<file path="src/rtl/uart_pkg.sv">
// Purpose : shared types and character constants for the uart command responder.
// Latency : n/a (declarations only).
// Backpressure: n/a.
package uart_pkg;

  // Line-protocol engine states.
  typedef enum logic [2:0] {
    RECV    = 3'd0,
    DISCARD = 3'd1,
    ECHO    = 3'd2,
    SEP     = 3'd3,
    RSP     = 3'd4,
    TERM    = 3'd5
  } state_t;

  localparam logic [7:0] CHAR_TERM = 8'h3B;  // ';'
  localparam logic [7:0] CHAR_SEP  = 8'h3A;  // ':'

endpackage

</file>
<file path="src/rtl/uart_tx_req.sv">
// Purpose : single-byte transmit handshake towards the uart tx side.
// Latency : i_load -> o_tx_start one cycle later; o_done is combinational on the accepted i_tx_done.
// Backpressure: i_load is ignored while o_busy; tx_start held until tx_active is seen high.
//
// Ports:
//   clk, reset           clock, synchronous active-high reset
//   i_load, i_data       request to send one word (taken only when not busy)
//   i_tx_active, i_tx_done  status from the uart
//   o_tx_start, o_tx_word   request to the uart; word is stable for the whole transaction
//   o_busy               a transaction is outstanding
//   o_done               1-cycle pulse when the outstanding transaction's tx_done arrives
module uart_tx_req #(
  parameter int DataBits = 8
) (
  input  logic                clk,
  input  logic                reset,
  input  logic                i_load,
  input  logic [DataBits-1:0] i_data,
  input  logic                i_tx_active,
  input  logic                i_tx_done,
  output logic                o_tx_start,
  output logic [DataBits-1:0] o_tx_word,
  output logic                o_busy,
  output logic                o_done
);

  logic                r_start;
  logic                r_busy;
  logic [DataBits-1:0] r_word;
  logic                w_done;

  // tx_done is only meaningful once the uart has taken the word (start dropped);
  // a tx_done seen with no outstanding transaction (e.g. left over from before a
  // reset) is ignored.
  assign w_done = r_busy && !r_start && i_tx_done;

  always_ff @(posedge clk) begin
    if (reset) begin
      r_start <= 1'b0;
      r_busy  <= 1'b0;
      r_word  <= '0;
    end else if (i_load && !r_busy) begin
      r_word  <= i_data;
      r_start <= 1'b1;
      r_busy  <= 1'b1;
    end else begin
      if (r_start && i_tx_active) begin
        r_start <= 1'b0;
      end
      if (w_done) begin
        r_busy <= 1'b0;
      end
    end
  end

  assign o_tx_start = r_start;
  assign o_tx_word  = r_word;
  assign o_busy     = r_busy;
  assign o_done     = w_done;

endmodule

</file>
<file path="src/rtl/uart_cmd_responder.sv">
// Purpose : slave line-protocol engine: collect "cmd;" then send "cmd:" + response + ";".
// Latency : Terminator rx_done in cycle N -> tx_start with the first echoed byte in cycle N+1.
// Backpressure: response bytes taken via rsp_valid/rsp_ready, one per uart word; rx is gated off while transmitting.
//
// Ports:
//   clk, reset                    clock, synchronous active-high reset
//   o_rx_enable                   to uart; receive allowed only in RECV/DISCARD with the line idle
//   i_rx_word/_error/_done/_active  receive side of the uart
//   o_tx_start, o_tx_word         transmit request to the uart
//   i_tx_done, i_tx_active        transmit status from the uart
//   o_cmd_valid, o_cmd_len        a complete command is buffered, and its length
//   i_cmd_rd_addr, o_cmd_rd_data  combinational read port into the command buffer
//   i_rsp_valid/_data/_last, o_rsp_ready  response byte stream from user logic
//   o_cmd_err                     1-cycle pulse when a message was discarded
module uart_cmd_responder
  import uart_pkg::*;
#(
  parameter int                  DataBits   = 8,
  parameter int                  MaxLen     = 16,
  parameter logic [DataBits-1:0] Terminator = DataBits'(CHAR_TERM),
  parameter logic [DataBits-1:0] Separator  = DataBits'(CHAR_SEP),
  localparam int                 LW         = $clog2(MaxLen + 1),
  localparam int                 AW         = (MaxLen > 1) ? $clog2(MaxLen) : 1
) (
  input  logic                clk,
  input  logic                reset,
  output logic                o_rx_enable,
  input  logic [DataBits-1:0] i_rx_word,
  input  logic                i_rx_error,
  input  logic                i_rx_done,
  input  logic                i_rx_active,
  output logic                o_tx_start,
  output logic [DataBits-1:0] o_tx_word,
  input  logic                i_tx_done,
  input  logic                i_tx_active,
  output logic                o_cmd_valid,
  output logic [LW-1:0]       o_cmd_len,
  input  logic [AW-1:0]       i_cmd_rd_addr,
  output logic [DataBits-1:0] o_cmd_rd_data,
  input  logic                i_rsp_valid,
  input  logic [DataBits-1:0] i_rsp_data,
  input  logic                i_rsp_last,
  output logic                o_rsp_ready,
  output logic                o_cmd_err
);

  localparam logic [LW-1:0] MAX_LEN = LW'(MaxLen);

  state_t              r_state;
  logic [LW-1:0]       r_len;
  logic [LW-1:0]       r_idx;      // next echo byte to load
  logic                r_cmd_valid;
  logic                r_last;     // the response byte in flight is the final one
  logic                r_term_ld;  // closing Terminator has been handed to the tx handshake
  logic                r_cmd_err;
  logic [DataBits-1:0] r_buf [MaxLen];

  state_t              w_state_nxt;
  logic [LW-1:0]       w_len_nxt;
  logic [LW-1:0]       w_idx_nxt;
  logic                w_cmd_valid_nxt;
  logic                w_last_nxt;
  logic                w_term_ld_nxt;
  logic                w_cmd_err_nxt;
  logic                w_buf_we;
  logic                w_load;
  logic [DataBits-1:0] w_load_dat;
  logic                w_busy;
  logic                w_done;
  logic                w_can_load;
  logic                w_is_term;
  logic                w_rsp_rdy;
  logic                w_rsp_acc;

  uart_tx_req #(
    .DataBits(DataBits)
  ) u_tx_req (
    .clk        (clk),
    .reset      (reset),
    .i_load     (w_load),
    .i_data     (w_load_dat),
    .i_tx_active(i_tx_active),
    .i_tx_done  (i_tx_done),
    .o_tx_start (o_tx_start),
    .o_tx_word  (o_tx_word),
    .o_busy     (w_busy),
    .o_done     (w_done)
  );

  // A new word is never started while the master is mid-word on the line.
  assign w_can_load = !w_busy && !i_rx_active;
  assign w_is_term  = (i_rx_word == Terminator);
  assign w_rsp_rdy  = (r_state == RSP) && !w_busy && !i_tx_active && !i_rx_active;
  assign w_rsp_acc  = w_rsp_rdy && i_rsp_valid;

  always_comb begin
    w_state_nxt     = r_state;
    w_len_nxt       = r_len;
    w_idx_nxt       = r_idx;
    w_cmd_valid_nxt = r_cmd_valid;
    w_last_nxt      = r_last;
    w_term_ld_nxt   = r_term_ld;
    w_cmd_err_nxt   = 1'b0;
    w_buf_we        = 1'b0;
    w_load          = 1'b0;
    w_load_dat      = '0;

    case (r_state)
      RECV: begin
        if (i_rx_done) begin
          if (i_rx_error) begin
            w_state_nxt = DISCARD;
          end else if (w_is_term) begin
            // An empty message is silently ignored.
            if (r_len != '0) begin
              w_state_nxt = ECHO;
              // Start the first echo byte straight away to meet the N+1 latency.
              if (w_can_load) begin
                w_load     = 1'b1;
                w_load_dat = r_buf[0];
                w_idx_nxt  = LW'(1);
              end else begin
                w_idx_nxt  = '0;
              end
            end
          end else if (r_len < MAX_LEN) begin
            w_buf_we  = 1'b1;
            w_len_nxt = r_len + LW'(1);
          end else begin
            w_state_nxt = DISCARD;
          end
        end
      end

      DISCARD: begin
        if (i_rx_done && !i_rx_error && w_is_term) begin
          w_cmd_err_nxt = 1'b1;
          w_len_nxt     = '0;
          w_state_nxt   = RECV;
        end
      end

      ECHO: begin
        // Handshake idle with idx == len means the last echo byte has completed.
        if (w_can_load) begin
          w_load = 1'b1;
          if (r_idx < r_len) begin
            w_load_dat = r_buf[r_idx[AW-1:0]];
            w_idx_nxt  = r_idx + LW'(1);
          end else begin
            w_load_dat  = Separator;
            w_state_nxt = SEP;
          end
        end
      end

      SEP: begin
        if (w_done) begin
          w_state_nxt     = RSP;
          w_cmd_valid_nxt = 1'b1;
          w_last_nxt      = 1'b0;
        end
      end

      RSP: begin
        if (w_rsp_acc) begin
          w_load     = 1'b1;
          w_load_dat = i_rsp_data;
          w_last_nxt = i_rsp_last;
        end
        if (w_done && r_last) begin
          w_state_nxt     = TERM;
          w_cmd_valid_nxt = 1'b0;
          w_term_ld_nxt   = 1'b0;
        end
      end

      TERM: begin
        if (!r_term_ld) begin
          if (w_can_load) begin
            w_load        = 1'b1;
            w_load_dat    = Terminator;
            w_term_ld_nxt = 1'b1;
          end
        end else if (w_done) begin
          w_term_ld_nxt = 1'b0;
          w_len_nxt     = '0;
          w_state_nxt   = RECV;
        end
      end

      default: begin
        w_state_nxt = RECV;
      end
    endcase
  end

  always_ff @(posedge clk) begin
    if (reset) begin
      r_state     <= RECV;
      r_len       <= '0;
      r_idx       <= '0;
      r_cmd_valid <= 1'b0;
      r_last      <= 1'b0;
      r_term_ld   <= 1'b0;
      r_cmd_err   <= 1'b0;
    end else begin
      r_state     <= w_state_nxt;
      r_len       <= w_len_nxt;
      r_idx       <= w_idx_nxt;
      r_cmd_valid <= w_cmd_valid_nxt;
      r_last      <= w_last_nxt;
      r_term_ld   <= w_term_ld_nxt;
      r_cmd_err   <= w_cmd_err_nxt;
    end
  end

  // Buffer contents need no reset; only written while collecting a command.
  always_ff @(posedge clk) begin
    if (w_buf_we) begin
      r_buf[r_len[AW-1:0]] <= i_rx_word;
    end
  end

  assign o_rx_enable   = ((r_state == RECV) || (r_state == DISCARD)) && !i_tx_active;
  assign o_cmd_valid   = r_cmd_valid;
  assign o_cmd_len     = r_len;
  assign o_rsp_ready   = w_rsp_rdy;
  assign o_cmd_err     = r_cmd_err;
  // Addresses past the buffer end read as zero.
  assign o_cmd_rd_data = (LW'(i_cmd_rd_addr) < MAX_LEN) ? r_buf[i_cmd_rd_addr] : '0;

endmodule

</file>
<file path="config.mk">
export PLATFORM = sky130hd
export DESIGN_NAME = uart_cmd_responder
export DESIGN_NICKNAME = d
export VERILOG_FILES = /design/src/rtl/uart_pkg.sv /design/src/rtl/uart_tx_req.sv /design/src/rtl/uart_cmd_responder.sv
export SDC_FILE = /design/constraint.sdc
export NUM_CORES = 1
export LEC_CHECK = 0
export ABC_AREA = 1
export CORE_ASPECT_RATIO = 0.5
export CORE_UTILIZATION = 50
export CTS_CLUSTER_SIZE = 16
export DETAILED_ROUTE_END_ITERATION = 6
export PLACE_DENSITY = 0.69
export SYNTH_ARGS = -nofsm -noshare
export SYNTH_HDL_FRONTEND = slang
export SYNTH_HIERARCHICAL = 1
export SYNTH_SLANG_ARGS = --single-unit
export TNS_END_PERCENT = 50
</file>
<file path="constraint.sdc">
create_clock -name clk -period 2.5 [get_ports clk]
set_input_delay 0.625 -clock clk [delete_from_list [all_inputs] [get_ports clk]]
set_output_delay 0.625 -clock clk [all_outputs]
set_load 0.005 [all_outputs]
</file>
==> results.sh <==
export IMPL_fin_nets=1105
export IMPL_crit_required_ns=1.88
export IMPL_reg2reg_depth=14
export IMPL_grt_use_total_pct=31.2
export IMPL_clkSlewWorstSetupHoldPaths_ns=0.06
export IMPL_min_delay_start="o_cmd_valid$_SDFFE_PP0P_"
export IMPL_synth_distinct_cells=29
export IMPL_hold_viol_final=0
export IMPL_synth_edff_count=128
export IMPL_cp_start_kind="input pin"
export IMPL_synth_top_area_cell="edfxtp_1"
export IMPL_finalClockSkew_ns=0.00955
export IMPL_crit_fanout=9
export IMPL_coreArea_um2=15700
export IMPL_vias_per_cell=5.83
export IMPL_drive_gt1_share_pct=13.9
export IMPL_crit_type="input pin to output port"
export IMPL_reg2reg_from="o_cmd_len[4]$_SDFFE_PP0P_"
export IMPL_status="finished with violations"
export IMPL_synth_area_um2=8240
export IMPL_cts_tree="built"
export IMPL_fin_ws_ns=-0.0227
export IMPL_routedWlPerCell_um=19.7
export IMPL_clock_sinks=159
export IMPL_cts_root_buf="clkbuf_16"
export IMPL_wl_um=25600
export IMPL_ir_drop_uv=543
export IMPL_place_ws_ns=-0.316
export IMPL_avgSynthCellArea_um2=8.55
export IMPL_synthCells=964
export IMPL_rows=32
export IMPL_min_path_cells=2
export IMPL_rsz0062_at_grt="true"
export IMPL_grt_max_degree=85
export IMPL_p_leak_nw=4.02
export IMPL_worst_ep_arrival_time_ns=1.90
export IMPL_worst_slew_pin_transition_ns=0.651
export IMPL_hold_path_end="o_cmd_valid$_SDFFE_PP0P_"
export IMPL_ys_flop_type="edfxtp_1"
export IMPL_portBuffers=54
export IMPL_dp_hpwl_um=16700
export IMPL_drc_errors=0
export IMPL_power_per_cell_area_nw_per_um2=833
export IMPL_relSlewSlack_pct=56.6
export IMPL_die_area_um2=17000
export IMPL_drt_pass1_iter_count=6
export IMPL_cts_buffer_depth=2
export IMPL_utilization_pct=65.6
export IMPL_async_flop_share_pct=0
export IMPL_htreeDepth=4
export IMPL_grt_ovfl_total=0
export IMPL_r2r_slack_ns=0.24
export IMPL_gp_congestion=0.902
export IMPL_syn_num_nets=1002
export IMPL_fin_crit_ns=2.52
export IMPL_ioPinCount=55
export IMPL_drv_cap=0
export IMPL_maxClockFrequency_mhz=396
export IMPL_finalCritPeriodShare_pct=101
export IMPL_drv_slew=0
export IMPL_finalPower_mw=8.60
export IMPL_netlist_top_cells_area="edfxtp_1 47%, dfxtp_1 7.5%, nand2_1 7.2%"
export IMPL_die_y_um=92.8
export IMPL_grt_pass1_wl_um=39400
export IMPL_synth_seq_cells=159
export IMPL_die_x_um=184
export IMPL_ant_nets=0
export IMPL_num_antenna_cells=0
export IMPL_yosysSeqAreaShare_pct=54.2
export IMPL_timing_rr_end="u_tx_req/o_tx_word[4]$_SDFFE_PP0P_"
export IMPL_vias=7585
export IMPL_antenna_found_initial=0
export IMPL_synth_top_area_share_pct=46.6
export IMPL_area_growth_pct=25.2
export IMPL_ctsHoldBuffers=0
export IMPL_violations="negative setup slack"
export IMPL_initial_utilization_pct=52.4
export IMPL_hold_class="register to register"
export IMPL_grt_pass1_vias=7194
export IMPL_setup_viol=1
export IMPL_synth_warnings=6
export IMPL_cts_made_buffers=17
export IMPL_drtIter0Drc=1231
export IMPL_clk_latency_ns=0.43
export IMPL_worstSetupEndpointType="output port"
[worst max-delay path by stage]
stage	cells after the start	from	endpoint
global route	8	i_cmd_rd_addr[2]	o_cmd_rd_data[4]
CTS	7	i_cmd_rd_addr[0]	o_cmd_rd_data[1]
global placement	7	i_cmd_rd_addr[2]	o_cmd_rd_data[5]
detailed placement	7	i_cmd_rd_addr[2]	o_cmd_rd_data[5]
floorplan	7	i_cmd_rd_addr[0]	o_cmd_rd_data[0]
finish	8	i_cmd_rd_addr[2]	o_cmd_rd_data[6]
[final cells by class]
type	instances	area, um^2
Fill cell	1275	5420
Clock inverter	15	174
Multi-Input combinational cell	661	3250
Inverter	93	349
Tap cell	221	277
Sequential cell	159	4470
Clock buffer	17	425
Timing Repair Buffer	135	1380
[metal layers]
metal | wire length, um | global-route usage [%] | up-vias | share of wire, %
met1 | 10600 | 44.2 | 3537 | 42
li1 | - | - | 3553 | -
met5 | 0 | 0 | - | 0
met2 | 11300 | 47.9 | 463 | 44
met3 | 3360 | 7.43 | 32 | 13
met4 | 310 | 8.19 | 0 | 1.2
[cell usage after synthesis (14+ instances only)]
cell	n
a21oi_1	100
a31oi_1	14
buf_2	15
clkbuf_1	30
dfxtp_1	31
edfxtp_1	128
inv_1	84
nand2_1	157
nand3_1	78
nor2_1	138
o211ai_1	21
o21ai_0	95
o221ai_1	18
[power by group]
group / internal (mW) / switching (mW) / total (mW)
registers: 3.02 / 0.173 / 3.19
logic: 0.991 / 1.75 / 2.74
clock network: 1.51 / 1.16 / 2.66
[registers in the layout (all words and copies together) (netlist names), named ones only]
register             count
o_cmd_err                1
r_state                  3
r_term_ld                1
u_tx_req/o_busy          1
r_last                   1
u_tx_req/o_tx_word       8
r_buf                  128
r_idx                    5
o_cmd_len                5
u_tx_req/o_tx_start      1
o_cmd_valid              1
[cell families (layout without fill, tap and decap cells)]
logic type,count (synthesis),in the layout,synth area share (%)
adders and majority gates,9,9,1.37
DFF,159,159,54.2
buffers and inverters,144,260,6.79
and+or+nand+nor,395,395,20.1
xor gates and xnor gates,5,5,0.531
AOI/OAI and AO/OA,252,252,17.0
[critical path, stage by stage]
cell	delay, ns
clkdlybuf4s15_1	0.20
inv_2	0.16
buf_12	0.15
buf_6	0.11
o221ai_1	0.11
o211ai_1	0.14
nand2_1	0.11
dlygate4sd2_1	0.28
[stage by stage]
stage | hold slack (ns) | std cells | cell area (um^2) | TNS [ns]
3_5_place_dp | 0.469 | 1258 | 9470 | -28.13
5_1_grt | 0.508 | 1301 | 10300 | -0.0988
6_report | 0.484 | 1301 | 10300 | -0.0227
3_3_place_gp | 0.469 | 1258 | 9470 | -23.19
2_1_floorplan | 0.455 | 964 | 8240 | 0
4_1_cts | 0.484 | 1296 | 10200 | -0.433
[layout by cell type, fill, tap and decap left out, types with 18 or more instances in the layout]
cell	n
a21oi_1	99
nand3_1	78
buf_4	63
nand2_1	157
inv_1	82
o211ai_1	21
edfxtp_1	128
clkbuf_16	19
o21ai_1	18
clkdlybuf4s50_1	41
nor2_1	136
dfxtp_1	29
o21ai_0	79
[timing repair]
item	4_1_cts	5_1_grt
gates resized for setup	29	24
setup buffers	2	3
setup endpoints to repair	9	8
pin swaps	7	5
gates cloned	4	2
hold endpoints to repair	0	0
Power figures use the tool's default switching activity.
